**src/rtl/rob_dispatch_alloc.sv**
```systemverilog
// rob_dispatch_alloc: allocates ROB entries in program order for decoded instructions and reclaims them on commit.
// Ports: clk_i/reset_n_i clock and async active-low reset; dec_* decode valid/ready handshake with pc/dst info;
// commit_i head-retire pulse; flush_i discard uncommitted entries; dp_* registered ROB dispatch write port;
// head_ptr_o/free_cnt_o/full_o/empty_o occupancy status; err_o sticky commit-while-empty flag.
module rob_dispatch_alloc #(
  parameter int ROB_NUM  = 64,
  parameter int ROB_SEL  = 6,
  parameter int INSN_LEN = 32,
  parameter int REG_SEL  = 5
) (
  input  logic                clk_i,
  input  logic                reset_n_i,
  input  logic                dec_valid_i,
  output logic                dec_ready_o,
  input  logic [INSN_LEN-1:0] dec_pc_i,
  input  logic                dec_dstvalid_i,
  input  logic [REG_SEL-1:0]  dec_dst_i,
  input  logic                commit_i,
  input  logic                flush_i,
  output logic                dp_o,
  output logic [ROB_SEL-1:0]  dp_addr_o,
  output logic [INSN_LEN-1:0] pc_dp_o,
  output logic                dstvalid_dp_o,
  output logic [REG_SEL-1:0]  dst_dp_o,
  output logic [ROB_SEL-1:0]  head_ptr_o,
  output logic [ROB_SEL:0]    free_cnt_o,
  output logic                full_o,
  output logic                empty_o,
  output logic                err_o
);
  localparam logic [ROB_SEL:0] NUM = (ROB_SEL+1)'(ROB_NUM);
  logic [ROB_SEL-1:0] tail_q, tail_d, head_q, head_d;
  logic [ROB_SEL:0]   cnt_q, cnt_d;
  logic               accept, do_commit;
  assign dec_ready_o = (cnt_q != NUM) & ~flush_i;
  assign accept      = dec_valid_i & dec_ready_o;
  assign do_commit   = commit_i & (cnt_q != '0);
  // a flush rewinds tail to the head as it stands after any same-cycle commit
  assign head_d = do_commit ? head_q + 1'b1 : head_q;
  assign tail_d = flush_i ? head_d : accept ? tail_q + 1'b1 : tail_q;
  assign cnt_d  = flush_i ? '0 : cnt_q + (ROB_SEL+1)'(accept) - (ROB_SEL+1)'(do_commit);
  assign head_ptr_o = head_q;
  assign free_cnt_o = NUM - cnt_q;
  assign full_o     = cnt_q == NUM;
  assign empty_o    = cnt_q == '0;
  always_ff @(posedge clk_i or negedge reset_n_i) begin
    if (!reset_n_i) begin
      tail_q        <= '0;
      head_q        <= '0;
      cnt_q         <= '0;
      dp_o          <= 1'b0;
      dp_addr_o     <= '0;
      pc_dp_o       <= '0;
      dstvalid_dp_o <= 1'b0;
      dst_dp_o      <= '0;
      err_o         <= 1'b0;
    end else begin
      tail_q <= tail_d;
      head_q <= head_d;
      cnt_q  <= cnt_d;
      dp_o   <= accept;
      err_o  <= err_o | (commit_i & (cnt_q == '0));
      if (accept) begin
        dp_addr_o     <= tail_q;
        pc_dp_o       <= dec_pc_i;
        dstvalid_dp_o <= dec_dstvalid_i;
        dst_dp_o      <= dec_dst_i;
      end
    end
  end
endmodule

```
**config.mk**
```make
export PLATFORM = sky130hd
export DESIGN_NAME = rob_dispatch_alloc
export DESIGN_NICKNAME = d
export VERILOG_FILES = /design/src/rtl/rob_dispatch_alloc.sv
export SDC_FILE = /design/constraint.sdc
export NUM_CORES = 1
export LEC_CHECK = 0
export ABC_AREA = 1
export BUFFER_PORTS_ARGS = -buffer_cell sky130_fd_sc_hd__buf_4
export CORE_MARGIN = 2
export CORE_UTILIZATION = 42
export DETAILED_ROUTE_END_ITERATION = 10
export PLACE_DENSITY = 0.71
export SLEW_MARGIN = 20
export SYNTH_ARGS = -nofsm -noshare
export SYNTH_HDL_FRONTEND = slang
export SYNTH_SLANG_ARGS = --single-unit
```
**constraint.sdc**
```tcl
create_clock -name clk_i -period 2.4 [get_ports clk_i]
set_input_delay 0.12 -clock clk_i [delete_from_list [all_inputs] [get_ports clk_i]]
set_output_delay 0.12 -clock clk_i [all_outputs]
set_load 0.05 [all_outputs]
```
**After elaboration in Yosys (flattened, before gate mapping)**

Cells that the tools add are included.

- Register bits: 65
- Input port bits: 43
- Output and inout port bits: 62

- Add/subtract/negate cells: 5
- Equality and inequality tests: 2
- Muxes and demuxes: 4
- Bitwise gates (word level): 6
- Reductions and logical operators: 3

Operators with widths:

| kind | count |
|---|---|
| 6-bit two-way mux | 3 |
| 6-bit by 1-bit adder with 6-bit output (second input constant) | 2 |
| 7-bit by 1-bit adder with 7-bit output | 1 |
| 7-bit == test (second input constant) | 1 |
| 7-bit logical NOT | 1 |
| 7-bit two-way mux | 1 |
| 7-bit inequality test (second input constant) | 1 |
| 7-bit nonzero test | 1 |
| 7-bit by 1-bit subtractor with 7-bit output | 1 |
| 7-bit subtractor (first input constant) | 1 |
| 1-bit bitwise AND | 4 |
| 2-bit nonzero test | 1 |
| 1-bit NOT | 1 |
| 1-bit bitwise OR | 1 |

**Depth between registers and ports, before layout**

- Depth after elaboration: 6
- Gate-level depth with buffers: 18
- Mapped depth without buffers: 17

**Worst setup path after synthesis**

OpenSTA, ideal clock, no wires.

- Kind: register to register
- Start: register cnt_q[1]
- End: register cnt_q[6]
- Arrival: 2.999 ns
- Data required time: 2.283 ns
- Setup slack: -0.716 ns
- Cell stages (with the launch flop): 19
- Clock period less this slack: 3.116 ns
- Cells stage by stage: dfrtp_1 inv_1 ha_1 nand2_2 nor2_4 nor2_2 nand2_4 buf_2 ha_1 inv_1 ha_1 inv_1 fa_1 inv_1 nand4_1 nand3_1 nand2_1 nand2_1 nor2_1

- Longest elaborated chain between the ends: 6
- Elaborated cells on any way between the ends: 8

Ends and longest elaborated chain:

| item | RTL line | RTL |
|---|---|---|
| start, declared | 33 | `logic [ROB_SEL:0] cnt_q, cnt_d;` |
| start signal, assigned | 60 | `cnt_q <= cnt_d;` |
| 7-bit inequality test | 35 | `assign dec_ready_o = (cnt_q != NUM) & ~flush_i;` |
| 1-bit bitwise AND | 35 |  |
| net dec_ready_o | 14 | `output logic dec_ready_o,` |
| 1-bit bitwise AND | 36 | `assign accept = dec_valid_i & dec_ready_o;` |
| 7-bit by 1-bit adder with 7-bit output | 41 | `assign cnt_d = flush_i ? '0 : cnt_q + (ROB_SEL+1)'(accept) - (ROB_SEL+1)'(do_commit);` |
| 7-bit by 1-bit subtractor with 7-bit output | 41 |  |
| 7-bit two-way mux | 41 |  |
| net cnt_d[6] | 33 |  |

The timed path passes the listed nets, and every way through them passes these cells.
A chain may end at the register's enable or synchronous reset.

**Worst setup path in the final report**

- Start: register cnt_q[2]
- End: register cnt_q[6]

- Longest elaborated chain between the ends: 6
- Elaborated cells on any way between the ends: 8

Ends and longest elaborated chain:

| item | RTL line |
|---|---|
| 7-bit inequality test | 35 |
| 1-bit bitwise AND | 35 |
| 1-bit bitwise AND | 36 |
| 7-bit by 1-bit adder with 7-bit output | 41 |
| 7-bit by 1-bit subtractor with 7-bit output * | 41 |
| 7-bit two-way mux * | 41 |
| net cnt_d[6] | 33 |

The timed path passes the listed nets; every way through them passes the cells marked *.

==> reports/results.ini <==
[final_layout]
fin_cells=639
nets=593
layout-drive-gt1-share_pct=29.26
syn_to_final_growth_pct=52.31
layout_commonest_cell=nand2_1
diodes=0
fin_area_um2=4751
layout_common_cells=nand2_1, buf_4, dfrtp_1

[cts]
cts_max_path_buffers=2
clkSinkCount=65
cts_buffers=9
cts_root_buffer=clkbuf_8
cts_tree=done
insertion_delay_ns=0.35
htree_levels=3
clk_pin_slew_ns=0.07

[power_and_ir_drop]
total_leakage_power_nw=2.569
irDropWorstVdd_v=0.0007640
p_per_area_nw_per_um2=1343

[die]
die_x_um=90.18
coreArea_um2=7214
dieArea_um2=8132
row_count=31
io_pins=105
die_h_um=90.18
start_util_pct=43.24

[sta]
worst_pin_slew_ns=0.8096
fin_crit_sh_pct=95.39
final-setup-viol-count=0
fmax_ghz=0.4368
period_minus_slack_ns=2.289
hold_ws_ns=0.09940
fin_tns_setup_ns=0
max_slew_margin_pct=46.03
slew_violations=0
hold_viol_final=0
skew_ns=0.01175

[grt]
grt_pass1_wl_mm=13.37
antenna_found_initial=0
grt_usage_pct=20.48
grt_overflow=0
grt_max_degree=66
grt_pass1_vias=2926

[hold_path]
worst_hold_path.endpoint=err_o
hp-class=in2reg
hp-start=commit_i
min_path_cells=3

[drt]
wl_mm=8.007
drc_errors=0
num_vias=2902
wl_per_cell_um=12.53
ant_nets=0
first_iter_violations=140
drt-pass1-iter-count=4
vias_per_cell=4.541

[critical_path]
cpMaxStageDelayCell=dfrtp_1
reg2reg_from=cnt_q[2]
cpPeakStageDelay_ns=0.41
crit_type=reg2reg
ff2ff_path_depth=17
cp.required_ns=2.64
reg2reg_to=cnt_q[6]
r2r_setup_slack_ns=0.11
arrival_ns=2.53
cp-start-kind=register
cp_cell_sequence=inv_2, ha_4, nand2_4, nor2_4, nor2_4, nand2_4, ha_4, inv_2, ha_4, inv_2, fa_2, inv_2, nand4_1, nand3_2, nand2_1, nand2_1, nor2_1
path_common_cell=inv_2
end_kind=register
cp_max_fo=5

[place]
dp_cells=579
dp_hpwl_mm=5.368
portBuffers=104
finalWeightedCongestion=0.8383
postPlaceCellArea_um2=4071

[synth]
yosys_warnings=0
synth.distinct_cells=26
netlist_area_um2=3119
ys_ff_latch=65
synthCells=380
synth_nets=438
seq_area_frac_synth_pct=52.15
syn_area_per_cell_um2=8.209

[outcome]
status=completed

[flow_run]
maxCapViolCount=0

[worst max-delay path by stage]
stage	startpoint	endpoint	slack, ns	depth (start not counted)
6_report	cnt_q[2]	cnt_q[6]	0.11	17
5_1_grt	cnt_q[2]	cnt_q[6]	-0.01	17
4_1_cts	cnt_q[4]	cnt_q[6]	0.04	17
3_5_place_dp	cnt_q[4]	cnt_q[6]	0.06	17
3_3_place_gp	cnt_q[4]	cnt_q[6]	0.13	17
2_1_floorplan	cnt_q[5]	cnt_q[6]	-0.36	18
[cells in the mapped netlist]
cell type | n | area [um^2]
xnor2_1 | 4 | 35.03
ha_1 | 14 | 175.2
clkbuf_1 | 2 | 7.510
buf_2 | 7 | 35.03
nor2_4 | 1 | 11.26
nand3_1 | 13 | 65.06
inv_2 | 1 | 3.750
o21ai_0 | 5 | 25.02
a31oi_1 | 2 | 12.51
xor2_1 | 5 | 43.79
buf_4 | 1 | 7.510
nor2_1 | 24 | 90.09
dfrtp_1 | 65 | 1627
nor3_4 | 1 | 16.27
nand4_1 | 5 | 31.28
nand2_4 | 1 | 11.26
o21bai_1 | 2 | 15.01
o21ai_2 | 1 | 8.760
buf_6 | 2 | 22.52
inv_1 | 31 | 116.4
nand2_1 | 182 | 683.2
o211ai_1 | 1 | 7.510
nand2_2 | 1 | 6.260
nor2_2 | 2 | 12.51
fa_1 | 1 | 20.02
a21oi_1 | 6 | 30.03
[power by group]
part / internal [mW] / switching [mW]
sequential: 1.43 / 0.282
combinational: 1.22 / 2.41
clock: 0.593 / 0.450
[what timing repair did]
item	CTS	global route
hold buffers	39	0
buffers inserted	0	5
setup endpoints to repair	0	2
resized for setup	0	3
hold endpoints to repair	103	0
[critical path, delay by kind of cell (launching register included)]
kind	cells	cell delay, ns
fa+ha+maj	4	0.83
simple gates	9	0.68
buf+inv	4	0.28
flops	1	0.41
[cell families (layout without fill, tap and decap cells)]
family,Yosys count,in the layout,share of synthesized area [%]
buffers and inverters,44,204,6.177
flip-flops,65,65,52.15
adder cells (fa/ha/maj),15,15,6.258
XOR/XNOR,9,9,2.527
AND/OR/NAND/NOR,230,230,29.72
AO/OA/AOI/OAI,17,17,3.169
[layer usage]
metal	routed length (um)	global-route usage (%)
met3	332	3.185
met5	0	0
met4	117	8.718
met2	4061	35.40
met1	3496	25.54
[per-stage QoR]
stage / power, mW / util (%) / setup slack (ns)
floorplan: 4.178 / - / -0.3591
global placement: 5.106 / 56.43 / 0.1341
detailed placement: 5.178 / 56.43 / 0.06182
CTS: 6.303 / 64.98 / 0.04390
global route: 6.770 / 65.85 / -0.01272
finish: 6.381 / 65.85 / 0.1107
[layout make-up]
class / count / area, um^2
Clock buffer: 9 / 123.9
Inverter: 32 / 120.1
Clock inverter: 7 / 102.6
Multi-Input combinational cell: 271 / 1385
Sequential cell: 65 / 1627
Timing Repair Buffer: 156 / 1269
Fill cell: 619 / 2464
Tap cell: 99 / 123.9
[registers in the layout, indices dropped and copies added, names as in the netlist]
register       flops
cnt_q              7
dp_addr_o          6
dp_o               1
dst_dp_o           5
dstvalid_dp_o      1
err_o              1
head_ptr_o         6
pc_dp_o           32
tail_q             6
Power figures use the tool's default switching activity.
